[config.mk]
export PLATFORM = sky130hd
export DESIGN_NAME = matrix_operand_loader
export DESIGN_NICKNAME = d
export VERILOG_FILES = /design/src/rtl/matrix_operand_loader.sv
export SDC_FILE = /design/constraint.sdc
export NUM_CORES = 1
export LEC_CHECK = 0
export ABC_AREA = 1
export ABC_CLOCK_PERIOD_IN_PS = 1600
export BUFFER_PORTS_ARGS = -buffer_cell sky130_fd_sc_hd__buf_2
export CAP_MARGIN = 20
export CORE_AREA = 3 3 151 153
export CTS_CLUSTER_SIZE = 40
export DETAILED_ROUTE_END_ITERATION = 10
export DIE_AREA = 0 0 154 156
export PLACE_DENSITY = 0.75
export SKIP_LAST_GASP = 1
export SYNTH_ARGS = -nofsm -noshare
export SYNTH_HDL_FRONTEND = slang
export SYNTH_SLANG_ARGS = --single-unit
[constraint.sdc]
create_clock -name clk -period 1.6 [get_ports clk]
set_input_delay 0.08 -clock clk [delete_from_list [all_inputs] [get_ports clk]]
set_output_delay 0.08 -clock clk [all_outputs]
set_load 0.05 [all_outputs]
[src/rtl/matrix_operand_loader.sv]
`default_nettype none
// ============================================================================
//  Module      : matrix_operand_loader
//  Description : Double-buffered operand feeder for the 3x3 matrix multiplier.
//                Collects an 18-byte stream (A row-major, then B row-major)
//                into a shadow bank. When the shadow bank is full and the
//                engine is idle, it copies the bank to the active operand
//                registers and runs the multiplier start/done handshake.
//  Ports       : clk, rst          - clock, synchronous active-high reset
//                in_valid/in_ready - element stream handshake, in_data byte
//                abort             - drop the partially loaded shadow frame
//                a_flat/b_flat     - active operands, a11 at [7:0]
//                mm_start/mm_done  - multiplier handshake
//                result_valid      - one-cycle pulse, multiplier output valid
//                busy              - engine not idle
//  Revision    : 1.0 - initial release
// ============================================================================
module matrix_operand_loader #(
    parameter int DATA_W = 8
) (
    input  logic                clk,
    input  logic                rst,
    input  logic                in_valid,
    output logic                in_ready,
    input  logic [DATA_W-1:0]   in_data,
    input  logic                abort,
    output logic [9*DATA_W-1:0] a_flat,
    output logic [9*DATA_W-1:0] b_flat,
    output logic                mm_start,
    input  logic                mm_done,
    output logic                result_valid,
    output logic                busy
);

    localparam int         c_NUM_ELEM = 18;
    localparam logic [4:0] c_LAST_IDX = 5'd17;

    typedef enum logic [1:0] {
        S_IDLE    = 2'd0,
        S_RUN     = 2'd1,
        S_RELEASE = 2'd2
    } state_t;

    // Shadow (load-side) bank
    logic [4:0]                   r_count;
    logic                         r_shadow_full;
    logic [c_NUM_ELEM*DATA_W-1:0] r_shadow;

    // Engine and active bank
    state_t                       r_state;
    state_t                       w_state_next;
    logic                         r_mm_start;
    logic                         w_mm_start_next;
    logic                         r_result_valid;
    logic                         w_result_valid_next;
    logic                         w_transfer;
    logic [9*DATA_W-1:0]          r_a_active;
    logic [9*DATA_W-1:0]          r_b_active;

    logic                         w_accept;

    // Reset gates in_ready combinationally so nothing is taken while held.
    assign in_ready = !r_shadow_full && !rst;
    assign w_accept = in_valid && in_ready;

    // ------------------------------------------------------------------------
    // Load side: element counter and full flag
    // ------------------------------------------------------------------------
    always_ff @(posedge clk) begin
        if (rst) begin
            r_count       <= '0;
            r_shadow_full <= 1'b0;
        end else if (abort) begin
            // Abort wins over an element offered in the same cycle.
            r_count       <= '0;
            r_shadow_full <= 1'b0;
        end else if (w_transfer) begin
            r_shadow_full <= 1'b0;
        end else if (w_accept) begin
            if (r_count == c_LAST_IDX) begin
                r_count       <= '0;
                r_shadow_full <= 1'b1;
            end else begin
                r_count <= r_count + 5'd1;
            end
        end
    end

    // Shadow storage: slot k receives the k-th accepted element.
    always_ff @(posedge clk) begin
        if (rst) begin
            r_shadow <= '0;
        end else if (w_accept && !abort) begin
            for (int k = 0; k < c_NUM_ELEM; k++) begin
                if (r_count == 5'(k)) begin
                    r_shadow[k*DATA_W +: DATA_W] <= in_data;
                end
            end
        end
    end

    // ------------------------------------------------------------------------
    // Engine FSM: next state and next registered outputs
    // ------------------------------------------------------------------------
    always_comb begin
        w_state_next        = r_state;
        w_mm_start_next     = 1'b0;
        w_result_valid_next = 1'b0;
        w_transfer          = 1'b0;
        case (r_state)
            S_IDLE: begin
                if (r_shadow_full) begin
                    w_transfer      = 1'b1;
                    w_mm_start_next = 1'b1;
                    w_state_next    = S_RUN;
                end
            end
            S_RUN: begin
                if (mm_done) begin
                    w_result_valid_next = 1'b1;
                    w_state_next        = S_RELEASE;
                end else begin
                    w_mm_start_next = 1'b1;
                end
            end
            S_RELEASE: begin
                // Wait for done to drop so a lingering done cannot
                // complete the next frame immediately.
                if (!mm_done) begin
                    w_state_next = S_IDLE;
                end
            end
            default: begin
                w_state_next = S_IDLE;
            end
        endcase
    end

    always_ff @(posedge clk) begin
        if (rst) begin
            r_state        <= S_IDLE;
            r_mm_start     <= 1'b0;
            r_result_valid <= 1'b0;
            r_a_active     <= '0;
            r_b_active     <= '0;
        end else begin
            r_state        <= w_state_next;
            r_mm_start     <= w_mm_start_next;
            r_result_valid <= w_result_valid_next;
            if (w_transfer) begin
                r_a_active <= r_shadow[9*DATA_W-1:0];
                r_b_active <= r_shadow[18*DATA_W-1:9*DATA_W];
            end
        end
    end

    assign a_flat       = r_a_active;
    assign b_flat       = r_b_active;
    assign mm_start     = r_mm_start;
    assign result_valid = r_result_valid;
    assign busy         = (r_state != S_IDLE);

endmodule
`default_nettype wire

==> results.tsv, run 1 <==
stage	metric	value	unit
status	result of the run	finished clean	
placed_design	Placed Cells incl. Taps	1901	
worst_hold_path	Worst Hold Depth	4	
clocking	deepest level of the CTS H-tree	1	
job	count of maximum capacitance violations	0	
logic_synthesis	post-synthesis register bit count	298	
drt	first-iteration detailed-routing DRC count	511	
timing	transition time of the tightest slew-check pin	0.746	ns
timing	min cycle time layout	1.55	ns
logic_synthesis	post-synthesis async set-or-reset flop share	0	%
power_and_ir_drop	relative contribution of the clock network to total power	47.1	%
grt	wire length of the first global-routing pass	42400	um
worst_setup_path	crit path buf inv count	3	
drt	routed via count divided by cell count	4.84	
worst_setup_path	required time of the worst setup path	2.09	ns
drt	routed length per placed instance	13.4	um
clocking	maximum root-to-sink buffer count	3	
logic_synthesis	area fraction of the dominant cell type after synthesis	54.5	%
timing	setup repair after global routing missed its margin	true	
logic_synthesis	synthesized area per cell	7.25	sq um
worst_setup_path	largest driver fanout on the critical path	8	
final_layout	share of final-layout standard cells stronger than drive strength 1	17.4	%
worst_hold_path	Min-Delay Startpoint	rst	
worst_setup_path	startpoint kind of the worst setup timing path	register	
final_layout	layout-stage area growth over the synthesis result	24.6	%
clocking	TritonCTS clock tree	built	
logic_synthesis	Gate Count Post-Synth	1510	
worst_setup_path	launching point of the worst reg2reg path	r_count[0]	
grt	vias in the first global route	8484	
clocking	clock latency at the later pin of the worst-skew pair	0.55	ns
power_and_ir_drop	Int Power	0.0120	W
worst_setup_path	critical path's slowest cell	dfxtp_4	
power_and_ir_drop	power dissipated by switching net loads	0.00321	W
floorplanning	overall die width	154	um
clocking	Root Buffer Master	clkbuf_16	
final_layout	NumNets Final	1691	
power_and_ir_drop	portion of total power attributed to combinational logic	3.8	%
drt	routed via count	9561	
timing	final period utilization	96.8	%
grt	largest net degree at the start of global routing	73	
logic_synthesis	cell type contributing the most total cell area after synthesis	dfxtp_1	
timing	final setup violation count	0	
timing	total count of max-transition violations in the final report	0	
logic_synthesis	Mapped Area	11000	sq um
drt	WL final	26400	um
logic_synthesis	commonest cells in the netlist	nor2_1, nand2_1, dfxtp_1	
worst_setup_path	register-to-register setup slack	0.05	ns
floorplanning	starting utilization of the core area	50.5	%
timing	worst slew margin relative to its limit	49.9	%
logic_synthesis	number of warnings reported in the yosys synthesis log	0	
power_and_ir_drop	VDD IR max	0.00101	V
timing	smallest setup slack after layout	0.0508	ns
logic_synthesis	cell with the most instances after synthesis	nor2_1	
worst_hold_path	type of the most critical hold path	in2reg	
clocking	total clock sinks	298	
worst_setup_path	CP Cell Sequence	ha_2 -> inv_2 -> nor2_2 -> ha_2 -> nand4_1 -> buf_6 -> buf_12 -> nand2_1 -> nand2_1 -> nor2_1	
worst_setup_path	critical path capture point type	register	
drt	Pre-antenna DRT Iters	5	
power_and_ir_drop	leakage power	5.89	nW
clocking	post-CTS clock slew at the launch and capture registers of the worst setup and hold paths	0.06	ns
timing	Fin Clk Skew	0.0162	ns
drt	drc violations	0	
worst_setup_path	Worst Setup Path Type	reg2reg	
logic_synthesis	Area contributors post-synth	dfxtp_1, nor2_1, nand2_1	
floorplanning	placeable core region	21700	sq um
worst_setup_path	endpoint of the worst register-to-register path	r_shadow[123]	
grt	number of antenna violations at the first check in global routing	0	
logic_synthesis	most common flop cell mapped by yosys	dfxtp_1	
power_and_ir_drop	Reg power frac	49.1	%
worst_setup_path	data arrival time of the worst path	2.04	ns
timing	Max Clk Rate	0.645	GHz
floorplanning	die area	24000	sq um
worst_setup_path	Critical Path Max Stage Delay	0.36	ns
placed_design	sum of net half-perimeters after detailed placement	16500	um
final_layout	Fill cells	1897	
placed_design	worst-case setup slack after placement	-0.126	ns
worst_setup_path	reg2reg path depth	10	
placed_design	count of buffers inserted at the top-level ports	160	
power_and_ir_drop	net switching fraction of the power	21.1	%
logic_synthesis	Post-synth EDFFs	0	
logic_synthesis	number of distinct library cells after synthesis	20	
power_and_ir_drop	power density relative to cell area	1110	nW/um^2
final_layout	Non-Filler Instances	1976	
grt	total congestion overflow after global routing	0	
floorplanning	height of the chip	156	um
clocking	total clock buffers created by CTS	30	
worst_setup_path	CP delay by family, top	simple AND/OR/NAND/NOR gates	
floorplanning	Site Rows	54	
logic_synthesis	post-synthesis net count	1528	
logic_synthesis	sequential element share of the synthesized area	54.5	%
drt	post-detailed-route count of antenna-violating nets	0	
worst_hold_path	hold path endpoint	r_shadow[36]	
floorplanning	total I/O pin count	161	
timing	worst hold-check slack	0.0378	ns
grt	Tot GR Track Use	21.0	%
placed_design	last weighted congestion value of the routability-driven placer	0.810	
timing	number of hold violations in the final report	0	
[cell usage in the layout, fill, tap and decap left out, types with 3 or more instances in the layout]
master,n
a21oi_1,9
buf_12,28
buf_2,160
buf_4,20
bufinv_16,3
clkbuf_1,7
clkbuf_16,32
clkbuf_8,7
clkinv_1,8
clkinv_2,5
dfxtp_1,295
dlygate4sd3_1,11
ha_2,3
inv_1,21
nand2_1,315
nand3_1,6
nor2_1,575
nor2_2,10
nor2_4,14
o21ai_0,148
[per-stage QoR]
stage / util [%] / cell area (sq um) / TNS, ns / power [W]
after floorplan: - / 11000 / 0 / 0.00797
after global placement: 56.7 / 12300 / -1.66 / 0.00816
after detailed placement: 56.7 / 12300 / -5.15 / 0.00816
after CTS: 62.5 / 13600 / 0 / 0.0153
after global routing: 62.9 / 13600 / -0.505 / 0.0157
final: 62.9 / 13700 / 0 / 0.0152
[cell type report]
class                      instances  area, sq um  area share (%)
sequential                       298         5970            43.7
multi-input combinational       1089         4510            33.0
timing repair buffer             222         1670            12.2
clock buffer                      45          898            6.58
tap                              280          350            2.57
inverter                          32          128           0.935
clock inverter                     9          123           0.898
antenna                            1         2.50          0.0183
[per-layer routing]
layer / wire length [um] / GRT usage, % / vias to the layer above
li1: - / - / 4956
met3: 1490 / 3.30 / 53
met1: 11900 / 28.6 / 4309
met4: 605 / 5.85 / 0
met5: 0 / 0 / -
met2: 12400 / 35.0 / 243
[cell families (layout without fill, tap and decap cells)]
group | count (synthesis) | in the layout | synth area share, %
AOI/OAI and AO/OA | 159 | 159 | 7.31
adders and majority gates | 5 | 5 | 0.571
buffers and inverters | 123 | 308 | 4.81
DFF | 298 | 298 | 54.5
other | 0 | 1 | 0
and+or+nand+nor | 925 | 925 | 32.8
[how the worst max path moves through the flow]
stage                  start            end  cells past startpoint
2_1_floorplan  r_shadow_full   r_shadow[37]                      8
3_3_place_gp      r_count[1]   r_shadow[41]                      9
3_5_place_dp      r_count[1]   r_shadow[42]                      9
4_1_cts           r_count[0]   r_shadow[66]                     10
5_1_grt           r_count[0]  r_shadow[123]                     10
6_report          r_count[0]  r_shadow[123]                     10
[worst min-delay path, delay by kind of cell]
family | cells | cell delay (ns)
buffers and inverters | 2 | 0.32
AND/OR/NAND/NOR | 2 | 0.14
[flip-flops by register name, summed over array words and instances (netlist names)]
register	flops
r_count	5
r_state	2
mm_start	1
result_valid	1
r_shadow_full	1
a_flat	72
r_shadow	144
b_flat	72
[power groups by stage]
stage | Combinational, W | Sequential (W) | Clock, W
4_1_cts | 0.000573 | 0.00745 | 0.00726
2_1_floorplan | 0.000348 | 0.00762 | 0
3_3_place_gp | 0.000545 | 0.00761 | 0
3_5_place_dp | 0.000547 | 0.00762 | 0
6_report | 0.000580 | 0.00745 | 0.00714
5_1_grt | 0.000647 | 0.00745 | 0.00757
[timing repair]
item                                    4_1_cts  5_1_grt
pin swaps                                     6        2
resized for setup                             3       17
hold buffers                                 11        0
endpoints found under the setup margin       88      119
endpoints found under the hold margin        18        0
cloned                                        0        1
buffers inserted                              6        2
Note: power is estimated with default switching activity, not from simulation.
==> inputs of run 2 (changes only) <==
- PLACE_DENSITY: 0.75 -> 0.76
==> results.tsv, run 2 (synthesis gave the netlist of run 1 again) <==
stage	metric	value	unit
worst_setup_path	launching point of the worst reg2reg path	r_count[0]	
timing	final setup violation count	0	
drt	routed length per placed instance	13.5	um
final_layout	layout-stage area growth over the synthesis result	25.1	%
timing	worst slew margin relative to its limit	40.2	%
grt	wire length of the first global-routing pass	43000	um
timing	Fin Clk Skew	0.0187	ns
drt	wire length on met2	12700	um
drt	WL final	26700	um
timing	setup repair after global routing missed its margin	true	
clocking	total clock sinks	298	
grt	Tot GR Track Use	21.2	%
final_layout	most frequent cells in the layout	nor2_1, nand2_1, dfxtp_1, buf_2, o21ai_0	
timing	number of hold violations in the final report	0	
floorplanning	die area	24000	sq um
timing	min cycle time layout	1.55	ns
grt	vias in the first global route	8608	
timing	total count of max-transition violations in the final report	0	
clocking	total clock buffers created by CTS	30	
final_layout	NumNets Final	1692	
grt	number of antenna violations at the first check in global routing	1	
worst_setup_path	Worst Setup Path Type	reg2reg	
grt	largest net degree at the start of global routing	70	
clocking	Root Buffer Master	clkbuf_16	
worst_hold_path	type of the most critical hold path	in2reg	
placed_design	sum of net half-perimeters after detailed placement	16400	um
clocking	clock latency at the later pin of the worst-skew pair	0.55	ns
timing	Total Negative Setup Slacks	0	ns
status	result of the run	finished clean	
timing	transition time of the tightest slew-check pin	0.891	ns
drt	first-iteration detailed-routing DRC count	540	
power_and_ir_drop	leakage power	5.91	nW
floorplanning	starting utilization of the core area	50.5	%
timing	final period utilization	96.6	%
timing	Max Clk Rate	0.647	GHz
worst_setup_path	required time of the worst setup path	2.09	ns
placed_design	last weighted congestion value of the routability-driven placer	0.806	
worst_setup_path	launch point of the critical path	r_count[0]	
job	count of maximum capacitance violations	0	
worst_setup_path	data arrival time of the worst path	2.04	ns
grt	total congestion overflow after global routing	0	
timing	smallest setup slack after layout	0.0549	ns
worst_setup_path	startpoint kind of the worst setup timing path	register	
floorplanning	height of the chip	156	um
power_and_ir_drop	VDD IR max	0.000971	V
worst_hold_path	Min-Delay Startpoint	in_data[6]	
clocking	deepest level of the CTS H-tree	1	
placed_design	worst-case setup slack after placement	-0.0886	ns
drt	routed via count divided by cell count	4.84	
final_layout	Top reg by flops	r_shadow	
clocking	maximum root-to-sink buffer count	3	
floorplanning	placeable core region	21700	sq um
final_layout	most common library cell in the layout ignoring fill and taps	nor2_1	
final_layout	share of final-layout standard cells stronger than drive strength 1	17.6	%
worst_setup_path	critical path capture point type	register	
clocking	post-CTS clock slew at the launch and capture registers of the worst setup and hold paths	0.06	ns
floorplanning	Site Rows	54	
drt	post-detailed-route count of antenna-violating nets	0	
power_and_ir_drop	power density relative to cell area	1160	nW/um^2
drt	post-route met1 wirelength	12200	um
drt	routed via count	9570	
drt	WL met3	1360	um
floorplanning	overall die width	154	um
final_layout	Final Util	63.2	%
clocking	TritonCTS clock tree	built	
worst_setup_path	largest driver fanout on the critical path	8	
placed_design	count of buffers inserted at the top-level ports	160	
final_layout	Largest register FFs	144	
drt	drc violations	0	
floorplanning	total I/O pin count	161	
drt	Pre-antenna DRT Iters	5	
drt	highest metal used	met4	
[run 2: what timing repair did]
item / in CTS / in global routing
gates resized for setup: 5 / 17
buffers inserted: 3 / 4
hold endpoints to repair: 27 / 0
pin swaps: 3 / 7
hold buffers: 12 / 0
gates cloned: 0 / 2
setup endpoints to repair: 58 / 104
[run 2: power by group]
group	switching (W)	internal (W)	total, W
clock	0.00290	0.00497	0.00787
combinational	0.000388	0.000182	0.000570
sequential	0.0000129	0.00744	0.00745
[run 2: cell type report]
cell class | instances | area (sq um)
Fill cell | 1876 | 7980
Sequential cell | 298 | 5970
Multi-Input combinational cell | 1090 | 4530
Timing Repair Buffer | 222 | 1590
Clock buffer | 41 | 842
Tap cell | 280 | 350
Clock inverter | 15 | 289
Inverter | 32 | 128
Antenna cell | 1 | 2.50
[run 2: worst paths after layout]
check	endpoint	slack, ns	cells past startpoint
max	r_shadow[124]	0.05	10
min reg2reg	b_flat[51]	0.46	2
max reg2reg	r_shadow[124]	0.05	10
min	r_shadow[126]	0.31	4
[run 2: metrics by stage]
stage / hold WS (ns) / total power (W) / area [sq um] / instances
after floorplan: 0.215 / 0.00797 / 11000 / 1510
after global placement: 0.329 / 0.00814 / 12300 / 1901
after detailed placement: 0.330 / 0.00815 / 12300 / 1901
after CTS: 0.294 / 0.0160 / 13600 / 1972
after global routing: 0.334 / 0.0164 / 13700 / 1979
final: 0.314 / 0.0159 / 13700 / 1979
[run 2: worst max-delay path, cell delays in order, from the launching register on]
cell and delay (ns):
dfxtp_4 0.37, ha_2 0.17, inv_1 0.07, nor2_2 0.08
ha_2 0.17, nand4_1 0.11, buf_6 0.16, clkbuf_16 0.16
nand2_1 0.05, nand2_1 0.05, nor2_1 0.09
[run 2: routing by layer]
| layer | vias to the layer above | GRT usage [%] |
|---|---|---|
| met1 | 4335 | 28.0 |
| met2 | 231 | 36.8 |
| li1 | 4965 | - |
| met5 | - | 0 |
| met4 | 0 | 5.26 |
| met3 | 39 | 2.94 |
==> inputs of run 3 (changes only) <==
- ABC_AREA: 1 -> default
- CORE_AREA: 3 3 151 153 -> 3 3 152 154
- DIE_AREA: 0 0 154 156 -> 0 0 155 157
- PLACE_DENSITY: 0.76 -> 0.75
==> results.tsv, run 3 <==
stage	metric	value	unit
power_and_ir_drop	leakage power	5.51	nW
placed_design	worst-case setup slack after placement	-0.101	ns
clocking	total clock buffers created by CTS	29	
final_layout	share of final-layout standard cells stronger than drive strength 1	23.7	%
worst_setup_path	Worst setup endpoint	r_shadow[49]	
logic_synthesis	number of warnings reported in the yosys synthesis log	0	
worst_setup_path	required time of the worst setup path	2.00	ns
timing	total count of max-transition violations in the final report	0	
grt	largest net degree at the start of global routing	123	
timing	transition time of the tightest slew-check pin	0.568	ns
job	count of maximum capacitance violations	0	
timing	worst slew margin relative to its limit	62.1	%
worst_setup_path	CP delay by family, top	simple AND/OR/NAND/NOR gates	
floorplanning	starting utilization of the core area	50.8	%
power_and_ir_drop	portion of total power attributed to combinational logic	3.3	%
logic_synthesis	post-synthesis register bit count	298	
logic_synthesis	sequential element share of the synthesized area	53.8	%
power_and_ir_drop	power dissipated by switching net loads	0.00314	W
power_and_ir_drop	net switching fraction of the power	21.3	%
floorplanning	height of the chip	157	um
final_layout	most common library cell in the layout ignoring fill and taps	nand2_1	
status	violations in the final reports	setup timing	
clocking	total clock sinks	298	
logic_synthesis	adder and majority gate portion of the synthesized area	0.565	%
clocking	TritonCTS clock tree	built	
floorplanning	Site Rows	54	
logic_synthesis	Post-synth EDFFs	0	
grt	Tot GR Track Use	23.4	%
logic_synthesis	Mapped Area	11100	sq um
floorplanning	total I/O pin count	161	
floorplanning	overall die width	155	um
status	result of the run	finished, violations left	
final_layout	area of the multi-input gates	4850	sq um
logic_synthesis	commonest cells in the netlist	nand2_1, dfxtp_1, a21oi_1	
logic_synthesis	synthesized area per cell	8.43	sq um
placed_design	sum of net half-perimeters after detailed placement	18800	um
timing	smallest setup slack after layout	-0.0517	ns
logic_synthesis	area share of xor/xnor cells in the synthesized design	0.0790	%
worst_setup_path	largest driver fanout on the critical path	8	
clocking	Root Buffer Master	clkbuf_16	
timing	min cycle time layout	1.65	ns
worst_setup_path	Critical Path Max Stage Delay	0.50	ns
logic_synthesis	Area contributors post-synth	dfxtp_1, nand2_1, a21oi_1	
floorplanning	die area	24300	sq um
grt	wire length of the first global-routing pass	47500	um
worst_setup_path	launching point of the worst reg2reg path	r_count[0]	
worst_setup_path	reg2reg path depth	6	
placed_design	Cell Area, Placed	12600	sq um
grt	total congestion overflow after global routing	0	
final_layout	Non-Filler Instances	1780	
clocking	maximum root-to-sink buffer count	3	
grt	number of antenna violations at the first check in global routing	1	
clocking	post-CTS clock slew at the launch and capture registers of the worst setup and hold paths	0.06	ns
final_layout	most frequent cells in the layout	nand2_1, dfxtp_1, a21oi_1, buf_2, nand3_1	
logic_synthesis	post-synthesis mux area share	4.34	%
worst_setup_path	startpoint kind of the worst setup timing path	register	
drt	routed via count	9887	
timing	Total Negative Setup Slacks	-0.299	ns
logic_synthesis	Gate Count Post-Synth	1315	
final_layout	layout-stage area growth over the synthesis result	25.9	%
power_and_ir_drop	Reg power frac	50.3	%
logic_synthesis	area fraction of the dominant cell type after synthesis	53.8	%
logic_synthesis	number of distinct library cells after synthesis	41	
final_layout	Top reg by flops	r_shadow	
final_layout	Largest register FFs	144	
worst_hold_path	type of the most critical hold path	in2reg	
timing	Max Clk Rate	0.605	GHz
worst_setup_path	critical path's slowest cell	or4b_4	
timing	final period utilization	103	%
worst_setup_path	data arrival time of the worst path	2.05	ns
timing	final setup violation count	14	
logic_synthesis	post-synthesis async set-or-reset flop share	0	%
timing	worst hold-check slack	0.0317	ns
placed_design	Placed Cells incl. Taps	1711	
power_and_ir_drop	power density relative to cell area	1060	nW/um^2
final_layout	Fill cells	1847	
final_layout	NumNets Final	1495	
logic_synthesis	most common flop cell mapped by yosys	dfxtp_1	
logic_synthesis	main combinational cell family by area after synthesis	simple AND/OR/NAND/NOR gates	
timing	setup repair after global routing missed its margin	true	
power_and_ir_drop	relative contribution of the clock network to total power	46.4	%
placed_design	count of buffers inserted at the top-level ports	160	
clocking	clock latency at the later pin of the worst-skew pair	0.54	ns
logic_synthesis	cell with the most instances after synthesis	nand2_1	
worst_setup_path	crit path buf inv count	2	
grt	vias in the first global route	9198	
timing	Fin Clk Skew	0.0115	ns
floorplanning	placeable core region	21800	sq um
drt	routed via count divided by cell count	5.55	
drt	first-iteration detailed-routing DRC count	782	
clocking	deepest level of the CTS H-tree	1	
worst_setup_path	launch point of the critical path	r_count[0]	
placed_design	last weighted congestion value of the routability-driven placer	0.908	
final_layout	area occupied by registers	5980	sq um
logic_synthesis	cell type contributing the most total cell area after synthesis	dfxtp_1	
logic_synthesis	complex-gate fraction of the synthesized area	16.4	%
drt	post-detailed-route count of antenna-violating nets	0	
worst_setup_path	critical path capture point type	register	
worst_setup_path	Worst Setup Path Type	reg2reg	
drt	drc violations	0	
logic_synthesis	post-synthesis net count	1333	
drt	routed length per placed instance	16.9	um
logic_synthesis	simple-gate share of the synthesized area	20.1	%
power_and_ir_drop	VDD IR max	0.000699	V
drt	WL final	30000	um
power_and_ir_drop	Int Power	0.0116	W
worst_setup_path	path length in cells of the critical path	6	
worst_setup_path	endpoint of the worst register-to-register path	r_shadow[49]	
worst_setup_path	register-to-register setup slack	-0.05	ns
worst_setup_path	CP Cell Sequence	inv_2 -> ha_2 -> or4b_4 -> buf_6 -> o21ai_0 -> a21oi_1	
final_layout	cell area after layout	13900	sq um
drt	Pre-antenna DRT Iters	6	
timing	number of hold violations in the final report	0	
run 3: cell count changes after synthesis, sizes merged, moves of 9 or more:
cell	change
inv	-19
nor2	-595
nand3	+86
clkbuf	+41
nand2	+29
mux2i	+48
o21ai	-59
o41ai	+9
buf	-10
a21oi	+225
run 3: worst register-to-register path: cells and delay by family, from the launching register on:
family,cells,cell delay [ns]
compound gates,2,0.23
buf+inv,2,0.24
simple gates,1,0.50
flops,1,0.38
fa+ha+maj,1,0.16
run 3: repair_timing:
item / 4_1_cts / 5_1_grt
setup endpoints to repair: 88 / 159
hold buffers: 9 / 0
gates resized for setup: 28 / 98
gates cloned: 1 / 3
pin swaps: 0 / 7
hold endpoints to repair: 58 / 0
buffers inserted: 0 / 3
run 3: routing by layer:
metal  GRT usage [%]  wire length [um]
met1            31.2             12600
met2            38.8             14400
met3            3.88              2140
met4            8.03               879
met5               0                 7
run 3: cell type report:
class	count	area share, %
diodes	1	0.0179
multi-input cells	891	34.7
clock inverters	10	0.745
clock buffers	43	6.23
flip-flops and latches	298	42.9
inverters	5	0.135
repair buffers	252	12.8
well taps	280	2.51
run 3: how the worst min path moves through the flow:
stage                from           end  slack (ns)  cells after the start
2_1_floorplan     mm_done      mm_start        0.20                      1
3_3_place_gp      mm_done    r_state[0]        0.33                      2
3_5_place_dp      mm_done      mm_start        0.33                      2
4_1_cts        in_data[7]  r_shadow[31]        0.01                      4
5_1_grt        in_data[7]  r_shadow[71]        0.03                      4
6_report       in_data[7]  r_shadow[31]        0.03                      4
run 3: metrics by stage:
step	utilization, %	total power, W
6_report	63.9	0.0148
5_1_grt	63.9	0.0152
3_5_place_dp	57.6	0.00802
2_1_floorplan	-	0.00784
4_1_cts	62.8	0.0148
3_3_place_gp	57.6	0.00802
run 3: kinds of logic after synthesis:
kind of cell | Yosys count
AND/OR/NAND/NOR | 490
AO/OA/AOI/OAI | 346
flip-flops | 298
buffers and inverters | 127
multiplexers | 48
adder cells (fa/ha/maj) | 5
XOR/XNOR | 1
run 3: power groups by stage:
| stage | logic (W) | clock network [W] | registers (W) |
|---|---|---|---|
| finish | 0.000483 | 0.00685 | 0.00743 |
| detailed placement | 0.000424 | 0 | 0.00760 |
| global route | 0.000513 | 0.00729 | 0.00743 |
| global placement | 0.000423 | 0 | 0.00760 |
| floorplan | 0.000242 | 0 | 0.00760 |
| CTS | 0.000450 | 0.00694 | 0.00743 |
